==> src/rtl/sm4_axis_s.sv <==
// AXI4-Stream slave that packs 32-bit beats into 128-bit blocks for the SM4 core via a block FIFO.
// Build option: define SM4_AXIS_S_PAD_EN to zero-pad and push frames ending on a partial block.
module sm4_axis_s #(
  parameter int unsigned FIFO_DEPTH = 2
) (
  input  logic         S_AXIS_ACLK,
  input  logic         S_AXIS_ARESETN,
  input  logic [31:0]  S_AXIS_TDATA,
  input  logic [3:0]   S_AXIS_TSTRB,
  input  logic         S_AXIS_TLAST,
  input  logic         S_AXIS_TVALID,
  output logic         S_AXIS_TREADY,
  output logic [127:0] data,
  output logic         datavalid,
  input  logic         dataready,
  output logic         datalast,
  output logic         frame_err
);

  localparam int unsigned PtrW = (FIFO_DEPTH > 1) ? $clog2(FIFO_DEPTH) : 1;
  localparam int unsigned CntW = PtrW + 1;
  localparam logic [CntW-1:0] DepthC = CntW'(FIFO_DEPTH);

  logic [127:0]    mem_data [FIFO_DEPTH];
  logic            mem_last [FIFO_DEPTH];
  logic [PtrW-1:0] wptr_q, rptr_q;
  logic [CntW-1:0] cnt_q, cnt_d;
  logic [1:0]      wcnt_q, wcnt_d;
  logic [127:0]    asm_q, asm_d, blk;
  logic            ready_q, ferr_q, ferr_d;
  logic            accept, push, push_last, pop;

  // Byte strobes carry no information for this datapath.
  logic unused_tstrb;
  assign unused_tstrb = ^S_AXIS_TSTRB;

  always_comb begin
    blk = asm_q;
    unique case (wcnt_q)
      2'd0: blk[127:96] = S_AXIS_TDATA;
      2'd1: blk[95:64]  = S_AXIS_TDATA;
      2'd2: blk[63:32]  = S_AXIS_TDATA;
      2'd3: blk[31:0]   = S_AXIS_TDATA;
    endcase

    accept    = S_AXIS_TVALID & ready_q;
    push      = 1'b0;
    push_last = 1'b0;
    ferr_d    = 1'b0;
    asm_d     = asm_q;
    wcnt_d    = wcnt_q;

    if (accept) begin
      if (wcnt_q == 2'd3) begin
        push      = 1'b1;
        push_last = S_AXIS_TLAST;
        asm_d     = '0;
        wcnt_d    = 2'd0;
      end else if (S_AXIS_TLAST) begin
`ifdef SM4_AXIS_S_PAD_EN
        // Low lanes are already zero because the assembly register is cleared after each block.
        push      = 1'b1;
        push_last = 1'b1;
`endif
        ferr_d    = 1'b1;
        asm_d     = '0;
        wcnt_d    = 2'd0;
      end else begin
        asm_d  = blk;
        wcnt_d = wcnt_q + 2'd1;
      end
    end

    pop   = (cnt_q != '0) & dataready;
    cnt_d = cnt_q;
    if (push && !pop) begin
      cnt_d = cnt_q + CntW'(1);
    end else if (pop && !push) begin
      cnt_d = cnt_q - CntW'(1);
    end
  end

  always_ff @(posedge S_AXIS_ACLK) begin
    if (!S_AXIS_ARESETN) begin
      wcnt_q  <= 2'd0;
      asm_q   <= '0;
      wptr_q  <= '0;
      rptr_q  <= '0;
      cnt_q   <= '0;
      ready_q <= 1'b0;
      ferr_q  <= 1'b0;
    end else begin
      wcnt_q <= wcnt_d;
      asm_q  <= asm_d;
      cnt_q  <= cnt_d;
      ferr_q <= ferr_d;
      if (push) begin
        wptr_q <= wptr_q + PtrW'(1);
      end
      if (pop) begin
        rptr_q <= rptr_q + PtrW'(1);
      end
      // Registered from next count, so a pop on a full FIFO raises ready one cycle later.
      ready_q <= (cnt_d < DepthC);
    end
  end

  always_ff @(posedge S_AXIS_ACLK) begin
    if (S_AXIS_ARESETN && push) begin
      mem_data[wptr_q] <= blk;
      mem_last[wptr_q] <= push_last;
    end
  end

  assign S_AXIS_TREADY = ready_q;
  assign datavalid     = (cnt_q != '0);
  assign data          = datavalid ? mem_data[rptr_q] : '0;
  assign datalast      = datavalid ? mem_last[rptr_q] : 1'b0;
  assign frame_err     = ferr_q;

endmodule

==> config.mk <==
export PLATFORM = sky130hd
export DESIGN_NAME = sm4_axis_s
export DESIGN_NICKNAME = d
export VERILOG_FILES = /design/src/rtl/sm4_axis_s.sv
export SDC_FILE = /design/constraint.sdc
export NUM_CORES = 1
export LEC_CHECK = 0
export ABC_CLOCK_PERIOD_IN_PS = 35200
export BUFFER_PORTS_ARGS = -buffer_cell sky130_fd_sc_hd__buf_2
export CAP_MARGIN = 20
export CORE_MARGIN = 3
export CORE_UTILIZATION = 30
export DETAILED_ROUTE_END_ITERATION = 12
export GPL_TIMING_DRIVEN = 0
export HOLD_SLACK_MARGIN = 0.05
export SLEW_MARGIN = 20
export SYNTH_ARGS = -nofsm -noshare
export SYNTH_HDL_FRONTEND = slang
export SYNTH_SLANG_ARGS = --single-unit
==> constraint.sdc <==
create_clock -name S_AXIS_ACLK -period 35.2 [get_ports S_AXIS_ACLK]
set_input_delay 3.52 -clock S_AXIS_ACLK [delete_from_list [all_inputs] [get_ports S_AXIS_ACLK]]
set_output_delay 3.52 -clock S_AXIS_ACLK [all_outputs]
set_load 0.03 [all_outputs]
# Yosys cells after proc, flatten, opt, wreduce, memory -nomap -nowiden
# Memories as Yosys holds them, arrays and structs flattened. A register that Yosys moved wholly into a read port is not among the register bits.
# Cells that the tools add are included.
dict set report totals {
  register_bits 136
  ram_bits 258
  input_bits 41
  output_inout_bits 132
  word_cells 53
  mem_count 2
}
dict set report op_classes {
  n_addsub 5
  n_lt_le_gt_ge 1
  n_eq_ne 3
  muxes 23
  bitwise 4
  n_reduce_logical 8
}
# memory depth word_bits read_ports rd_ports_with_merged_regs wr line_no
set memory_table {}
lappend memory_table {mem_data 2 128 1 1 1 24} ;# logic [127:0] mem_data [FIFO_DEPTH];
lappend memory_table {mem_last 2 1 1 1 1 25} ;# logic mem_last [FIFO_DEPTH];
# operator count
set ops {}
lappend ops {{128-bit 2-to-1 mux} 3}
lappend ops {{32-bit 2-to-1 mux} 4}
lappend ops {{1-bit 2-to-1 mux} 12}
lappend ops {{2-bit 2-to-1 mux} 4}
lappend ops {{2-bit by 1-bit adder with 2-bit output, second input constant} 2}
lappend ops {{2-bit equality test, second input constant} 2}
lappend ops {{1-bit logical AND} 3}
lappend ops {{3-bit OR reduction} 1}
lappend ops {{1-bit adder, second input constant} 2}
lappend ops {{1-bit AND} 2}
lappend ops {{2-bit by 1-bit equality test with 1-bit output, second input constant} 1}
lappend ops {{1-bit zero test} 2}
lappend ops {{2-bit zero test} 1}
lappend ops {{2-bit less-than comparator, second input constant} 1}
lappend ops {{1-bit inverter} 2}
lappend ops {{2-bit nonzero test} 1}
lappend ops {{2-bit by 1-bit subtractor with 2-bit output, second input constant} 1}

# Depth between registers and ports, before layout
dict set report depth {
  ltp_word 8
  ltp_mapped 8
  depth_no_buf 8
}

# Least setup slack after synthesis
# Ideal clock, no wire load.
dict set report synth_timing {
  kind {input-to-reg}
  from {in S_AXIS_ARESETN}
  to {mem mem_data[0][0] (enable)}
  setup_ns 0.801
  arrival_time_ns 13.106
  required_time_ns 34.399
  path_slack_ns 21.293
  stages 2
  n_path_buf 1
  path_cell_list {clkbuf_1 -> nor3b_1}
}
dict set report synth_via {
  elab_chain_len 3
}
# element line_no
set synth_lines {}
lappend synth_lines {{from (decl)} 7} ;# input logic S_AXIS_ARESETN,
lappend synth_lines {{1-bit logical AND} 109} ;# if (S_AXIS_ARESETN && push) begin
lappend synth_lines {{1-bit 2-to-1 mux} 109}
lappend synth_lines {{1-bit 2-to-1 mux (implied by the code)} 110} ;# mem_data[wptr_q] <= blk;
lappend synth_lines {{to (decl)} 24}
# Every way passes these cells.

# Worst setup path after layout
dict set report layout_timing {
  from {reg cnt_q[0]}
  to {out data[78]}
}
dict set report layout_via {
  elab_chain_len 2
}
# element line_no
set layout_lines {}
lappend layout_lines {{from (decl)} 27} ;# logic [CntW-1:0] cnt_q, cnt_d;
lappend layout_lines {{from (signal assigned)} 95} ;# cnt_q <= cnt_d;
lappend layout_lines {{2-bit nonzero test} 116} ;# assign datavalid = (cnt_q != '0);
lappend layout_lines {{128-bit 2-to-1 mux} 117} ;# assign data = datavalid ? mem_data[rptr_q] : '0;
lappend layout_lines {{to (decl)} 13} ;# output logic [127:0] data,
# Every way passes these cells.

==> flow_summary_export.csv <==
group,metric,value,unit
detailed_routing,vias,9929,
clock_network,post-cts-setup-buffers,0,
clock_network,cts_tree,"yes",
floorplan,placementRows,85,
timing,tns,0,ns
worst_hold_path,hold_start,"cnt_q[0]$_SDFFE_PN0P_",
detailed_routing,routedWlPerCell,20.5,µm
worst_setup_path,r2r_end,"mem_data[0][119]$_DFFE_PP_",
global_route,antenna_found_initial,3,
pwr,power_per_cell_area,48.5,nW/µm²
clock_network,cts_max_level,2,
global_route,grt_overflow,0,
cells_and_area,fin_nets,1454,
worst_setup_path,cp_max_fo,10,
timing,fin_crit,6.62,ns
worst_setup_path,cp.arrival,3.10,ns
clock_network,root_buffer,"clkbuf_16",
detailed_routing,wl,43.8,mm
detailed_routing,initialDrtViolationCount,572,
clock_network,hold_buffers,0,
timing,rsz0062_at_grt,"false",
floorplan,initial_core_util,30.4,%
cells_and_area,num_antenna_cells,0,
pwr,p_int,753,µW
timing,worst_pin_slew,0.957,ns
worst_setup_path,r2r_start,"wcnt_q[1]$_SDFFE_PN0N_",
yosys,postSynth.asyncResetShare,0,%
worst_setup_path,endpoint_kind,"primary output",
cells_and_area,final_cell_mix,"258 x edfxtp_1, 183 x buf_2, 137 x dfxtp_1, 132 x nor2_1",
yosys,synth_edf_count,258,
pwr,power_frac_clock,44.5,%
floorplan,die_w,240,µm
yosys,ys_seq_area_share,64.0,%
yosys,synth_area_per_cell,14.0,µm²
worst_setup_path,criticalPathCategory,"reg2out",
yosys,yosys_warnings,0,
worst_hold_path,worstHoldPathType,"reg2reg",
worst_hold_path,min_path_cells,2,
cells_and_area,syn_to_final_growth,19.8,%
yosys,yosys.area.top_type,"edfxtp_1",
detailed_routing,via_per_inst,4.65,
worst_hold_path,hold_path_end,"cnt_q[0]$_SDFFE_PN0P_",
yosys,synth_area_leaders,"edfxtp_1 47%, dfxtp_1 17%, mux2_2 8.8%",
floorplan,die_height,240,µm
detailed_routing,drtPass1Iterations,5,
placement,place_congestion,0.733,
clock_network,cts_buffers,43,
timing,slew_viol_final,0,
timing,skew,0.0276,ns
pwr,p_switching,198,µW
clock_network,cts_resized,0,
placement,port_buffers,167,
timing,period_share,18.8,%
timing,maxSlewHeadroom,36.2,%
clock_network,clockBufferDepth,3,
global_route,grt_first_pass_wirelength,64.7,mm
global_route,grt_pass1_vias,10300,
timing,hold_viol,0,
pwr,pwr-share-comb,3.6,%
cells_and_area,seqCellArea,10500,µm²
detailed_routing,drc,0,
placement,dp_hpwl,31.4,mm
timing,fmax,151,MHz
yosys,ys_types,29,
floorplan,ioPinCount,173,
global_route,grt_max_degree,49,
yosys,yosys.area.top_type_share,47.3,%
cells_and_area,multi_input_area,5290,µm²
clock_network,cts.sinks,395,
pwr,vdd_ir_drop_max,0.0273,mV
timing,setup_viol,0,
yosys,syn_nets,1223,
detailed_routing,postRouteAntennaNets,0,
yosys,synth_area,16400,µm²
yosys,ys_ff_latch,395,
clock_network,clkTransAtPathRegs,0.06,ns
clock_network,clk_latency,0.55,ns
run,drv_cap,0,
floorplan,core_area,53900,µm²
pwr,power_switching_share,20.9,%
pwr,report.power.total,951,µW
yosys,syn_inst,1173,
floorplan,dieArea,57500,µm²
pwr,p_leak,6.81,nW
yosys,synthFlopType,"edfxtp_1",
worst_setup_path,required,31.68,ns
placement,placed_area,18300,µm²
worst_setup_path,reg2reg_slack,32.65,ns
worst_setup_path,r2r.worst_path.cells,7,
cells_and_area,drive_above_1_share,29.8,%
cells_and_area,design_area,19600,µm²
cells_and_area,fillers,5130,
pwr,power_frac_seq,51.9,%
global_route,grt.total_usage,15.1,%
worst_setup_path,start_kind,"flip-flop",
run_status,status,"finished, final reports clean",
cells_and_area,final_common_cell,"edfxtp_1",
[kinds of logic (layout without fill, tap and decap cells)]
family,count (synthesis),in the layout,synth area share [%]
AO/OA/AOI/OAI,134,134,6.12
AND/OR/NAND/NOR,279,279,8.57
flip-flops,395,395,64.0
multiplexers,258,258,16.7
adder cells (fa/ha/maj),9,9,0.687
buffers and inverters,96,360,3.76
XOR/XNOR,2,2,0.107
[final cells by class]
class,count,share of cell area [%]
plain buffers,88,2.99
inverters,8,0.153
flip-flops and latches,395,53.5
clock inverters,9,0.230
well taps,696,4.44
repair buffers,186,5.29
multi-input cells,682,27.0
clock buffers,69,6.50
[through the flow]
stage / std cells / worst slack (ns) / hold WS [ns] / util [%]
after global routing: 2133 / 28.41 / 0.547 / 36.4
after floorplan: 1173 / 21.29 / 0.451 / -
final: 2133 / 28.58 / 0.495 / 36.4
after detailed placement: 2055 / 29.15 / 0.476 / 33.9
after CTS: 2133 / 28.54 / 0.486 / 36.4
after global placement: 2036 / 14.58 / 0.460 / 33.6
[critical path: stages, from the launching register on]
cell      delay [ns]
dfxtp_1         0.31
inv_1           0.10
ha_1            0.25
clkbuf_1        0.74
clkbuf_1        0.65
nor2_1          0.25
buf_2           0.25
[layer usage]
metal | vias to the layer above | wire length (µm) | part of all wire, % | GRT usage [%]
met3 | 48 | 2780 | 6.4 | 3.95
met1 | 4903 | 19100 | 44 | 19.6
met2 | 226 | 21300 | 49 | 25.7
met5 | - | 28 | 0.064 | 0
li1 | 4748 | - | - | -
met4 | 4 | 591 | 1.3 | 2.79
[worst max path at each step]
stage,from,end,slack [ns],cells after the start
after CTS,cnt_q[0]$_SDFFE_PN0P_,data[78],28.54,6
after floorplan,S_AXIS_ARESETN,mem_data[0][0]$_DFFE_PP_,21.29,2
after global routing,cnt_q[0]$_SDFFE_PN0P_,data[78],28.41,6
after detailed placement,cnt_q[0]$_SDFFE_PN0P_,data[78],29.15,6
after global placement,S_AXIS_ARESETN,mem_data[0][53]$_DFFE_PP_,14.58,2
final,cnt_q[0]$_SDFFE_PN0P_,data[78],28.58,6
[state kept, by name, summed over array words and instances (netlist names), 2 cells and up, named ones only]
| name | cells |
|---|---|
| asm_q | 128 |
| mem_data | 256 |
| mem_last | 2 |
| wcnt_q | 2 |
[power by group through the flow]
stage / clock network, mW / logic [mW] / registers, mW
after floorplan: 0 / 0.0199 / 0.503
after global placement: 0 / 0.0335 / 0.503
after detailed placement: 0 / 0.0341 / 0.503
after CTS: 0.433 / 0.0344 / 0.493
after global routing: 0.453 / 0.0366 / 0.493
final: 0.424 / 0.0341 / 0.493
[cell usage after synthesis (2+ instances only)]
cell type,instances
buf_6,17
xnor2_1,2
mux2_2,128
buf_4,12
dfxtp_1,137
and2_1,4
clkbuf_1,34
nand2_1,6
edfxtp_1,258
inv_1,8
ha_1,9
clkbuf_8,6
clkbuf_2,3
nor2_1,132
and3_1,2
buf_2,16
nor2b_1,130
a22oi_1,129
mux2i_1,130
(Power assumes the default switching activity.)
